==> src/rtl/pc_fetch_pkg.sv <==
// ============================================================================
// Module   : pc_fetch_pkg
// Brief    : Shared widths, PC increment and fetch-queue entry type.
// Revision : 1.0 - initial release
// ============================================================================
`default_nettype none

package pc_fetch_pkg;

    localparam int INSTR_W = 32;
    localparam int ADDR_W  = 32;

    localparam logic [ADDR_W-1:0] PC_INC     = 32'd4;
    localparam logic [ADDR_W-1:0] ALIGN_MASK = 32'hFFFF_FFFC;

    typedef struct packed {
        logic [ADDR_W-1:0]  pc;
        logic [INSTR_W-1:0] instr;
    } fetch_entry_t;

endpackage

`default_nettype wire

==> src/rtl/fetch_fifo.sv <==
// ============================================================================
// Module   : fetch_fifo
// Brief    : Small FIFO of fetched {pc, instr} entries with flush.
// Revision : 1.0 - initial release
// ============================================================================
`default_nettype none

module fetch_fifo
    import pc_fetch_pkg::*;
#(
    parameter int DEPTH = 2
) (
    input  logic                         clk,
    input  logic                         reset,
    input  logic                         push,
    input  logic                         pop,
    input  logic                         flush,
    input  fetch_entry_t                 wr_entry,
    output fetch_entry_t                 rd_entry,
    output logic [$clog2(DEPTH+1)-1:0]   count
);

    localparam int PTR_W = $clog2(DEPTH);
    localparam int CNT_W = $clog2(DEPTH+1);

    fetch_entry_t       r_mem [DEPTH];
    logic [PTR_W-1:0]   r_head;
    logic [PTR_W-1:0]   r_tail;
    logic [CNT_W-1:0]   r_count;

    logic               w_empty;
    logic               w_full;
    logic               w_do_pop;
    logic               w_do_push;

    assign w_empty   = (r_count == '0);
    assign w_full    = (r_count == CNT_W'(DEPTH));
    // Guarded locally so a misbehaving caller can never overflow/underflow.
    assign w_do_pop  = pop && !w_empty;
    assign w_do_push = push && (!w_full || w_do_pop);

    always_ff @(posedge clk) begin
        if (reset || flush) begin
            r_head  <= '0;
            r_tail  <= '0;
            r_count <= '0;
        end else begin
            if (w_do_push) begin
                r_tail <= r_tail + PTR_W'(1);
            end
            if (w_do_pop) begin
                r_head <= r_head + PTR_W'(1);
            end
            unique case ({w_do_push, w_do_pop})
                2'b10:   r_count <= r_count + CNT_W'(1);
                2'b01:   r_count <= r_count - CNT_W'(1);
                default: r_count <= r_count;
            endcase
        end
    end

    always_ff @(posedge clk) begin
        if (w_do_push && !flush && !reset) begin
            r_mem[r_tail] <= wr_entry;
        end
    end

    assign rd_entry = w_empty ? '0 : r_mem[r_head];
    assign count    = r_count;

endmodule

`default_nettype wire

==> src/rtl/pc_fetch_unit.sv <==
// ============================================================================
// Module   : pc_fetch_unit
// Brief    : PC register with redirect handling feeding a fetch queue.
// Revision : 1.0 - initial release
// ============================================================================
`default_nettype none

module pc_fetch_unit
    import pc_fetch_pkg::*;
#(
    parameter logic [31:0] RESET_PC = 32'h0000_0000,
    parameter int          DEPTH    = 2
) (
    input  logic                clk,
    input  logic                reset,
    output logic [ADDR_W-1:0]   imem_addr,
    input  logic [INSTR_W-1:0]  imem_data,
    input  logic                redirect_valid,
    input  logic [ADDR_W-1:0]   redirect_pc,
    output logic                out_valid,
    input  logic                out_ready,
    output logic [INSTR_W-1:0]  out_instr,
    output logic [ADDR_W-1:0]   out_pc
);

    localparam int CNT_W = $clog2(DEPTH+1);

    logic [ADDR_W-1:0]  r_pc;
    logic [CNT_W-1:0]   w_count;
    logic               w_pop;
    logic               w_push;
    fetch_entry_t       w_wr_entry;
    fetch_entry_t       w_head;

    assign w_pop  = out_valid && out_ready;
    // A redirect suppresses the push of the wrong-path word fetched this cycle.
    assign w_push = !redirect_valid && ((w_count != CNT_W'(DEPTH)) || w_pop);

    always_ff @(posedge clk) begin
        if (reset) begin
            r_pc <= RESET_PC & ALIGN_MASK;
        end else if (redirect_valid) begin
            r_pc <= redirect_pc & ALIGN_MASK;
        end else if (w_push) begin
            r_pc <= r_pc + PC_INC;
        end
    end

    assign w_wr_entry.pc    = r_pc;
    assign w_wr_entry.instr = imem_data;

    fetch_fifo #(
        .DEPTH    (DEPTH)
    ) u_fetch_fifo (
        .clk      (clk),
        .reset    (reset),
        .push     (w_push),
        .pop      (w_pop),
        .flush    (redirect_valid),
        .wr_entry (w_wr_entry),
        .rd_entry (w_head),
        .count    (w_count)
    );

    assign imem_addr = r_pc;
    assign out_valid = (w_count != '0);
    assign out_instr = w_head.instr;
    assign out_pc    = w_head.pc;

endmodule

`default_nettype wire

==> config.mk <==
export PLATFORM = sky130hd
export DESIGN_NAME = pc_fetch_unit
export DESIGN_NICKNAME = d
export VERILOG_FILES = /design/src/rtl/pc_fetch_pkg.sv /design/src/rtl/fetch_fifo.sv /design/src/rtl/pc_fetch_unit.sv
export SDC_FILE = /design/constraint.sdc
export NUM_CORES = 1
export LEC_CHECK = 0
export ABC_CLOCK_PERIOD_IN_PS = 9450
export BUFFER_PORTS_ARGS = -buffer_cell sky130_fd_sc_hd__buf_4
export CAP_MARGIN = 25
export CORE_AREA = 2 2 110 139
export CTS_CLUSTER_DIAMETER = 50
export CTS_CLUSTER_SIZE = 28
export DETAILED_ROUTE_END_ITERATION = 10
export DIE_AREA = 0 0 112 141
export PLACE_DENSITY = 0.81
export SLEW_MARGIN = 10
export SYNTH_ARGS = -nofsm -noshare
export SYNTH_HDL_FRONTEND = slang
export SYNTH_HIERARCHICAL = 1
export SYNTH_SLANG_ARGS = --single-unit
==> constraint.sdc <==
create_clock -name clk -period 9.45 [get_ports clk]
set_input_delay 1.89 -clock clk [delete_from_list [all_inputs] [get_ports clk]]
set_output_delay 1.89 -clock clk [all_outputs]
set_load 0.03 [all_outputs]
# After elaboration in Yosys (flattened, before gate mapping)
# Memory sizes are Yosys's and may differ from the RTL's. A register that Yosys moved wholly into a read port is not among the register bits.
# Cells that the tools add are included.
[totals]
regBits = 36
ram_bits = 128
input_bits = 68
output_inout_bits = 97
word_cells = 41
n_memories = 1
[op_classes]
add_sub_neg = 5
eq_ne = 4
n_mux = 8
reduce_logical = 18
[mem_list]
columns = ["memory", "depth", "width", "read_ports", "rd_ports_with_merged_regs", "wr", "line_no", "rtl"]
rows = [
  ["u_fetch_fifo.r_mem", 2, 64, 1, 1, 1, "fetch_fifo.sv:26", "fetch_entry_t r_mem [DEPTH];"],
]
[op_table]
columns = ["operator", "n"]
rows = [
  ["$mux W32", 2],
  ["$mux W64", 1],
  ["$add A32 B3 Y32 const B", 1],
  ["$logic_and A1 B1 Y1", 6],
  ["$reduce_bool A2 Y1", 3],
  ["$eq A2 B2 Y1 const B", 2],
  ["$logic_not A1 Y1", 4],
  ["$mux W1", 4],
  ["$pmux W2 S2", 1],
  ["$logic_or A1 B1 Y1", 3],
  ["$add A1 B1 Y1 const B", 2],
  ["$add A2 B1 Y2 const B", 1],
  ["$eq A2 B1 Y1 const B", 1],
  ["$logic_not A2 Y1", 1],
  ["$ne A2 B2 Y1 const B", 1],
  ["$reduce_or A2 Y1", 1],
  ["$sub A2 B1 Y2 const B", 1],
]

# Longest topological paths before layout
# Gate-level depths: netlist of the first run.
[depth]
word_depth = 9
ltp_mapped = 8
depth_no_buf = 8

# Cells and area by module
# Netlist of the first run, hierarchy kept.
[by_module_without_submodules]
columns = ["mod", "instances", "cells_per_inst", "area_each_um2", "seq_area_each_um2"]
rows = [
  ["fetch_fifo", 1, 295, 5027.3, 3943.8],
  ["pc_fetch_unit", 1, 240, 1984.4, 600.6],
]

# Worst setup path after synthesis of the first run
# OpenSTA, ideal clock, no wires.
[synth_timing]
kind = "in2reg"
startpoint = "input redirect_valid"
endpoint = "memory u_fetch_fifo/r_mem[1][0] (netlist name) (enable)"
setup_ns = 0.665
t_arrival_ns = 9.115
required_time_ns = 8.785
slack_ns = -0.330
cell_stages = 5
n_path_buf = 2
cell_sequence = "clkbuf_1 > buf_1 > nor2_1 > o31ai_2 > nor4b_1"
[synth_via]
elab_chain_cells = 7
[synth_rtl]
columns = ["item", "line_no", "rtl"]
rows = [
  ["start: declaration", "pc_fetch_unit.sv:18", "input logic redirect_valid,"],
  ["$logic_not A1 Y1", "pc_fetch_unit.sv:37", "assign w_push = !redirect_valid && ((w_count != CNT_W'(DEPTH)) || w_pop);"],
  ["$logic_and A1 B1 Y1", "pc_fetch_unit.sv:37", ""],
  ["named net w_push", "pc_fetch_unit.sv:31", "logic w_push;"],
  ["$logic_and A1 B1 Y1", "fetch_fifo.sv:40", "assign w_do_push = push && (!w_full || w_do_pop);"],
  ["$logic_and A1 B1 Y1 (2 in series)", "fetch_fifo.sv:63", "if (w_do_push && !flush && !reset) begin"],
  ["$mux W1", "fetch_fifo.sv:63", ""],
  ["$mux W1 (not written as such)", "fetch_fifo.sv:64", "r_mem[r_tail] <= wr_entry;"],
  ["end: declaration", "fetch_fifo.sv:26", ""],
]
# The timed path passes the listed nets, and every way through them passes these cells.

# Final worst setup path of the first run
[layout_timing]
startpoint = "register u_fetch_fifo.r_count[0] (netlist: u_fetch_fifo/count[0])"
endpoint = "output out_pc[29]"
[layout_via]
elab_chain_cells = 2
[layout_rtl]
columns = ["item", "line_no", "rtl"]
rows = [
  ["start: declaration", "fetch_fifo.sv:29", "logic [CNT_W-1:0] r_count;"],
  ["start signal: assignment", "fetch_fifo.sv:55", "2'b10: r_count <= r_count + CNT_W'(1);"],
  ["start signal: assignment", "fetch_fifo.sv:56", "2'b01: r_count <= r_count - CNT_W'(1);"],
  ["start signal: assignment", "fetch_fifo.sv:57", "default: r_count <= r_count;"],
  ["$logic_not A2 Y1", "fetch_fifo.sv:36", "assign w_empty = (r_count == '0);"],
  ["$mux W64", "fetch_fifo.sv:68", "assign rd_entry = w_empty ? '0 : r_mem[r_head];"],
  ["end: declaration", "pc_fetch_unit.sv:23", "output logic [ADDR_W-1:0] out_pc"],
]
# Every way passes these cells.

==> results.yml, run 1 <==
run:
  maxCapViolCount: 0
power_and_ir_drop:
  p_seq_frac: 0.505
  intPower_uw: 1230
  finalPower_uw: 1630
  p_sw_frac: 0.247
  vdd_ir_drop_max_uv: 110
  p_per_area_nw_per_um2: 182
  p_sw_uw: 402
  leakage_uw: 0.00321
  clockPowerShare: 0.397
  p_comb_frac: 0.098
clock_network:
  cts.sinks: 163
  postCtsResizedCells: 0
  clk_pin_slew_ns: 0.07
  cts_setup_buffers: 0
  htree_levels: 4
  cts_root_buf: "clkbuf_16"
  cts_hold_buf: 0
  max-clock-path-buffers: 2
  cts_tree: "yes"
  cts_made_buffers: 17
  insertion_delay_ns: 0.42
sta:
  min_period_ns: 3.77
  setup_tns_ns: 0
  setup_slack_ns: 5.68
  hold_viol: 0
  maxSlewViolCount: 0
  fin_hold_ws_ns: 0.487
  setup_viol: 0
  max_freq_mhz: 265
  period_share: 0.399
  rsz0062_at_grt: "false"
  worst_slew_pin_slew_ns: 0.906
  fin_skew_ns: 0.0221
  relSlewSlack: 0.391
synth:
  synth-seq-area-share: 0.648
  synthMuxAreaShare: 0.0928
  synth_edf_count: 128
  syn_inst: 535
  synth_top_family_by_area: "simple AND/OR/NAND/NOR gates"
  synth_flop_cell: "edfxtp_1"
  synth-xor-area-share: 0.0150
  synthArstFlopShare: 0
  synth_seq_cells: 163
  synth.cell_area_sq_um: 7010
  synth-compound-area-share: 0.0660
  synth-warning-count: 6
  synthSimpleGateAreaFrac: 0.146
  yosys.area.top_type_share: 0.548
  synth.distinct_cells: 53
  syn_avg_cell_area_sq_um: 13.1
  yosysTopAreaCell: "edfxtp_1"
  synthTopCellsByArea: "edfxtp_1 55%, dfxtp_1 10%, mux2i_1 9.3%, nor2_1 4.7%, nand4_1 1.3%"
  synth_fa_ha_area_frac: 0.00357
routing:
  wirelength_um: 16500
  drc: 0
  avgRoutedWirePerCell_um: 18.6
  drt_iter0_markers: 345
  vias: 5077
  viasPerCell: 5.70
  ant_nets: 0
  dr.pass1.iters: 4
die:
  boundaryPins: 165
  rows: 50
  die_y_um: 141
  die_w_um: 112
  die-area_sq_um: 15800
  start_util: 0.479
  fp.coreArea_sq_um: 14600
grt:
  grt_max_degree: 65
  grt_pass1_wl_um: 25400
  met2_usage: 0.371
  grt_pass1_vias: 5007
  grt_antenna_before_repair: 0
  grtUsageMet3: 0.0430
  top_usage_layer: "met2"
  met1_usage: 0.233
  globalRouteOverflowTotal: 0
  grt_usage: 0.207
layout:
  n_antenna_cell: 0
  stdcell_area_sq_um: 8950
  syn_to_final_growth_pct: 27.6
  drive_above_1_share: 0.306
  layout.nets: 765
placement:
  placed_cell_area_sq_um: 8390
  place.gp.congestion: 0.898
  pre_cts_slack_ns: 5.49
  hpwl_um: 11000
  portBuffers: 160
setup_path:
  critPathArrivalTime_ns: 1.88
  regToRegSetupSlack_ns: 6.90
  start_kind: "flip-flop"
  crit_required_ns: 7.56
  crit_type: "flip-flop to output pin"
  end_kind: "output pin"
  path_max_fanout: 64
hold_path:
  hold_class: "flip-flop to flip-flop"
status:
  status: "complete, no violations"
sequential cells by signal, summed over array words and instances, names as in the netlist, named ones only:
register,count
u_fetch_fifo/r_tail,1
u_fetch_fifo/r_mem,128
imem_addr,30
u_fetch_fifo/r_head,1
u_fetch_fifo/count,2
metrics by stage:
stage	cells	util
3_5_place_dp	858	0.573
3_3_place_gp	857	0.571
6_report	890	0.611
5_1_grt	890	0.611
4_1_cts	890	0.611
2_1_floorplan	540	-
placed cells by master (no fill, tap or decap), types with 6 or more instances in the layout:
master     count
nor2_1        85
a311oi_1       8
edfxtp_1     128
nand4_1       15
nand2_1       15
inv_1          7
buf_4        165
nor3_1        10
and3_1         7
mux2i_1       65
a211oi_1       9
nand3_1       11
o21ai_0       10
and4_1         9
conb_1         6
dfxtp_1       34
xnor2_1        7
or4b_2         6
clkbuf_16     17
Yosys cell counts, drive strengths merged, types with 2 or more instances:
library cell,n
edfxtp,128
nor2,87
mux2i,65
dfxtp,35
buf,18
nand4,16
nand2,15
nand3,11
and4,10
nor3,10
o21ai,10
a211oi,9
clkbuf,9
a311oi,8
and3,7
inv,7
or4b,7
xnor2,7
o31ai,6
or4,6
and2,5
o2111a,5
o211ai,5
or2,5
or3,5
xor2,5
a21oi,4
nor4,4
a211o,3
nor3b,3
o311ai,3
a2111oi,2
a32oi,2
dlymetal6s2s,2
ha,2
per-layer routing:
layer / up-vias / part of all wire
met5: - / 0
met4: 0 / 0.034
met3: 56 / 0.066
met2: 254 / 0.53
met1: 2404 / 0.37
li1: 2363 / -
worst paths after layout:
| check | from | depth (start not counted) | endpoint |
|---|---|---|---|
| worst min-delay path | u_fetch_fifo/r_tail | 2 | u_fetch_fifo/r_tail |
| worst min register to register | u_fetch_fifo/r_tail | 2 | u_fetch_fifo/r_tail |
| worst max register to register | imem_addr[2] | 5 | imem_addr[18] |
| worst max-delay path | u_fetch_fifo/count[0] | 4 | out_pc[29] |
critical path: stages (launching register included):
cell and delay, ns:
dfxtp_1 0.42, nor2_4 0.12, buf_4 0.57, nor2_1 0.14, buf_4 0.20
logic make-up after synthesis:
| kind of cell | after synthesis |
|---|---|
| mux | 65 |
| fa+ha+maj | 2 |
| flops | 163 |
| other cells | 1 |
| compound gates | 60 |
| simple gates | 195 |
| xor+xnor | 12 |
| buf+inv | 37 |
layout make-up:
type	count	area [sq um]
fillers	1199	5690
flip-flops and latches	163	4550
multi-input cells	340	2320
repair buffers	166	1270
clock buffers	19	433
well taps	182	228
clock inverters	13	126
inverters	7	26.3
power by group through the flow:
stage               registers, uW  clock network [uW]  logic [uW]
floorplan                     847                   0        73.5
global placement              835                   0         154
detailed placement            837                   0         159
CTS                           822                 659         160
global route                  824                 690         170
finish                        822                 646         159
Power figures use the tool's default switching activity.
==> run 2: changes to the inputs <==
--- a/config.mk
+++ b/config.mk
@@ -5,15 +5,16 @@
 export SDC_FILE = /design/constraint.sdc
 export NUM_CORES = 1
 export LEC_CHECK = 0
-export ABC_CLOCK_PERIOD_IN_PS = 9450
+export ABC_AREA = 1
+export ABC_CLOCK_PERIOD_IN_PS = 3100
 export BUFFER_PORTS_ARGS = -buffer_cell sky130_fd_sc_hd__buf_4
 export CAP_MARGIN = 25
-export CORE_AREA = 2 2 110 139
+export CORE_AREA = 2 2 115 145
 export CTS_CLUSTER_DIAMETER = 50
 export CTS_CLUSTER_SIZE = 28
 export DETAILED_ROUTE_END_ITERATION = 10
-export DIE_AREA = 0 0 112 141
-export PLACE_DENSITY = 0.81
+export DIE_AREA = 0 0 117 147
+export PLACE_DENSITY = 0.8
 export SLEW_MARGIN = 10
 export SYNTH_ARGS = -nofsm -noshare
 export SYNTH_HDL_FRONTEND = slang
==> constraint.sdc (replaced) <==
create_clock -name clk -period 3.1 [get_ports clk]
set_input_delay 0.62 -clock clk [delete_from_list [all_inputs] [get_ports clk]]
set_output_delay 0.62 -clock clk [all_outputs]
set_load 0.03 [all_outputs]
==> run 2 against run 1 <==
  * Core utilization shrank 1.3 points
  * Sequential share of layout area fell by 3.1 points
  * Non-clock buffer count increased by 4
  * Global-route usage rose by 0.40 points
  * Worst setup slack lost 5.2 ns
  * Sequential cell count stayed put
  * Clock power rose to 3.0 times the previous value
  * Synthesized area increased by 8.9%
  * Design area rose by 6.5%
==> results.yml, run 2 <==
grt:
  globalRouteOverflowTotal: 0
  grt_pass1_vias: 5741
  grt_max_degree: 65
  grt_pass1_wl_um: 27900
  grt_usage: 0.211
  grt_antenna_before_repair: 0
clock_network:
  htree_levels: 4
  clk_pin_slew_ns: 0.06
  cts_hold_buf: 0
  cts.sinks: 163
  cts_made_buffers: 17
  postCtsResizedCells: 0
  cts_root_buf: "clkbuf_16"
  insertion_delay_ns: 0.42
  cts_tree: "yes"
  cts_setup_buffers: 0
  max-clock-path-buffers: 2
die:
  boundaryPins: 165
  start_util: 0.479
  die-area_sq_um: 17200
  die_y_um: 147
  rows: 52
  fp.coreArea_sq_um: 15900
  die_w_um: 117
setup_path:
  crit_required_ns: 2.48
  crit_type: "flip-flop to output pin"
  cpPeakStageDelay_ns: 0.49
  ff2ff_path_depth: 9
  reg2reg_from: "u_fetch_fifo/count[1]"
  critPathArrivalTime_ns: 2.00
  crit_top_cell: "buf_4"
  r2r_end: "u_fetch_fifo/count[1]"
  path_cells: "nor2_4 -> buf_4 -> a21oi_1 -> buf_4"
  cp.depth: 4
  path_max_fanout: 19
  cp.buffers_inverters: 2
  regToRegSetupSlack_ns: 0.88
  critPathSlowestCell: "nor2_4"
  start_kind: "flip-flop"
  crit_family: "buffers and inverters"
  end_kind: "output pin"
sta:
  rsz0062_at_grt: "false"
  maxSlewViolCount: 0
  fin_skew_ns: 0.0150
  setup_tns_ns: 0
  period_share: 0.844
  setup_viol: 0
  max_freq_mhz: 382
  setup_slack_ns: 0.484
  worst_slew_pin_slew_ns: 0.687
  relSlewSlack: 0.542
  min_period_ns: 2.62
  hold_viol: 0
synth:
  synth_seq_cells: 163
  yosys.area.top_type_share: 0.503
  yosysTopAreaCell: "edfxtp_1"
  synth-seq-area-share: 0.595
  syn_avg_cell_area_sq_um: 10.2
  synth.distinct_cells: 38
  synth_flop_cell: "edfxtp_1"
  ys_top_cells_by_count: "240 x nand2_1, 128 x edfxtp_1, 64 x a21oi_2"
  synthTopCellsByArea: "edfxtp_1 50%, nand2_1 12%, dfxtp_1 9.2%, a21oi_2 7.3%, inv_1 2.6%"
  synth-warning-count: 6
  synth_most_common_cell: "nand2_1"
  synth.cell_area_sq_um: 7630
  synthArstFlopShare: 0
  synth_edf_count: 128
  syn_inst: 751
layout:
  multi_input_area_sq_um: 2610
  final_cell_mix: "239 x nand2_1, 167 x buf_4, 128 x edfxtp_1, 64 x a21oi_2, 51 x inv_1"
  utilization: 0.598
  n_antenna_cell: 0
  top_register: "u_fetch_fifo/r_mem"
  seqCellArea_sq_um: 4550
  num-fill-cells: 1343
  mostFrequentLayoutCell: "nand2_1"
  drive_above_1_share: 0.336
  syn_to_final_growth_pct: 24.9
  layout.nets: 983
  largest_register_ffs: 128
status:
  status: "complete, no violations"
placement:
  pre_cts_slack_ns: 0.877
  portBuffers: 160
  hpwl_um: 12000
  place.gp.congestion: 0.942
run:
  maxCapViolCount: 0
hold_path:
  whs_path_depth: 1
  hold_class: "input pin to flip-flop"
  whs_endpoint: "u_fetch_fifo/r_mem[0][12]"
  min_from: "imem_data[12]"
routing:
  drc: 0
  vias: 5798
  avgRoutedWirePerCell_um: 15.6
  ant_nets: 0
  drt_iter0_markers: 468
  dr.pass1.iters: 5
  wirelength_um: 17800
  viasPerCell: 5.08
power_and_ir_drop:
  p_per_area_nw_per_um2: 520
  leakage_uw: 0.00366
  vdd_ir_drop_max_uv: 316
## run 2: routing by layer
layer,GRT usage,part of all wire,vias up
met1,0.240,0.39,2719
met2,0.379,0.53,210
li1,-,-,2836
met5,0,0,-
met4,0.0924,0.029,0
met3,0.0384,0.052,33
## run 2: how the worst max path moves through the flow
stage	startpoint	end	slack, ns
after floorplan	redirect_valid	u_fetch_fifo/r_mem[1][0]	-0.03
after global placement	redirect_valid	u_fetch_fifo/r_mem[1][25]	0.90
after detailed placement	reset	u_fetch_fifo/r_mem[1][6]	0.88
after CTS	u_fetch_fifo/count[1]	out_pc[12]	0.44
after global routing	u_fetch_fifo/count[1]	out_pc[12]	0.37
final	u_fetch_fifo/count[1]	out_pc[12]	0.48
## run 2: cell families (layout without fill, tap and decap cells)
| logic type | Yosys count | count (layout) | share of synthesized area |
|---|---|---|---|
| and+or+nand+nor | 368 | 368 | 0.210 |
| DFF | 163 | 163 | 0.595 |
| AOI/OAI and AO/OA | 122 | 122 | 0.116 |
| buffers and inverters | 90 | 260 | 0.0698 |
| xor gates and xnor gates | 5 | 5 | 0.00574 |
| adders and majority gates | 2 | 2 | 0.00328 |
| other | 1 | 6 | 0.000491 |
## run 2: power by group
part	internal, uW	switching (uW)	total [uW]
registers	2420	64.2	2490
logic	190	313	503
clock network	1070	892	1970
## run 2: area by class of cell
cell class | instances | share of cell area
Timing Repair Buffer | 170 | 0.138
Tap cell | 216 | 0.0284
Multi-Input combinational cell | 503 | 0.274
Inverter | 58 | 0.0242
Sequential cell | 163 | 0.477
Clock inverter | 14 | 0.0126
Clock buffer | 18 | 0.0461
## run 2: per-stage QoR
stage | power, uW | area [sq um] | cells | hold WS [ns]
finish | 4950 | 9530 | 1142 | 0.385
global route | 5120 | 9530 | 1142 | 0.365
CTS | 4990 | 9530 | 1142 | 0.370
detailed placement | 3040 | 8970 | 1110 | 0.461
global placement | 3030 | 8970 | 1110 | 0.452
floorplan | 2840 | 7710 | 756 | 0.443
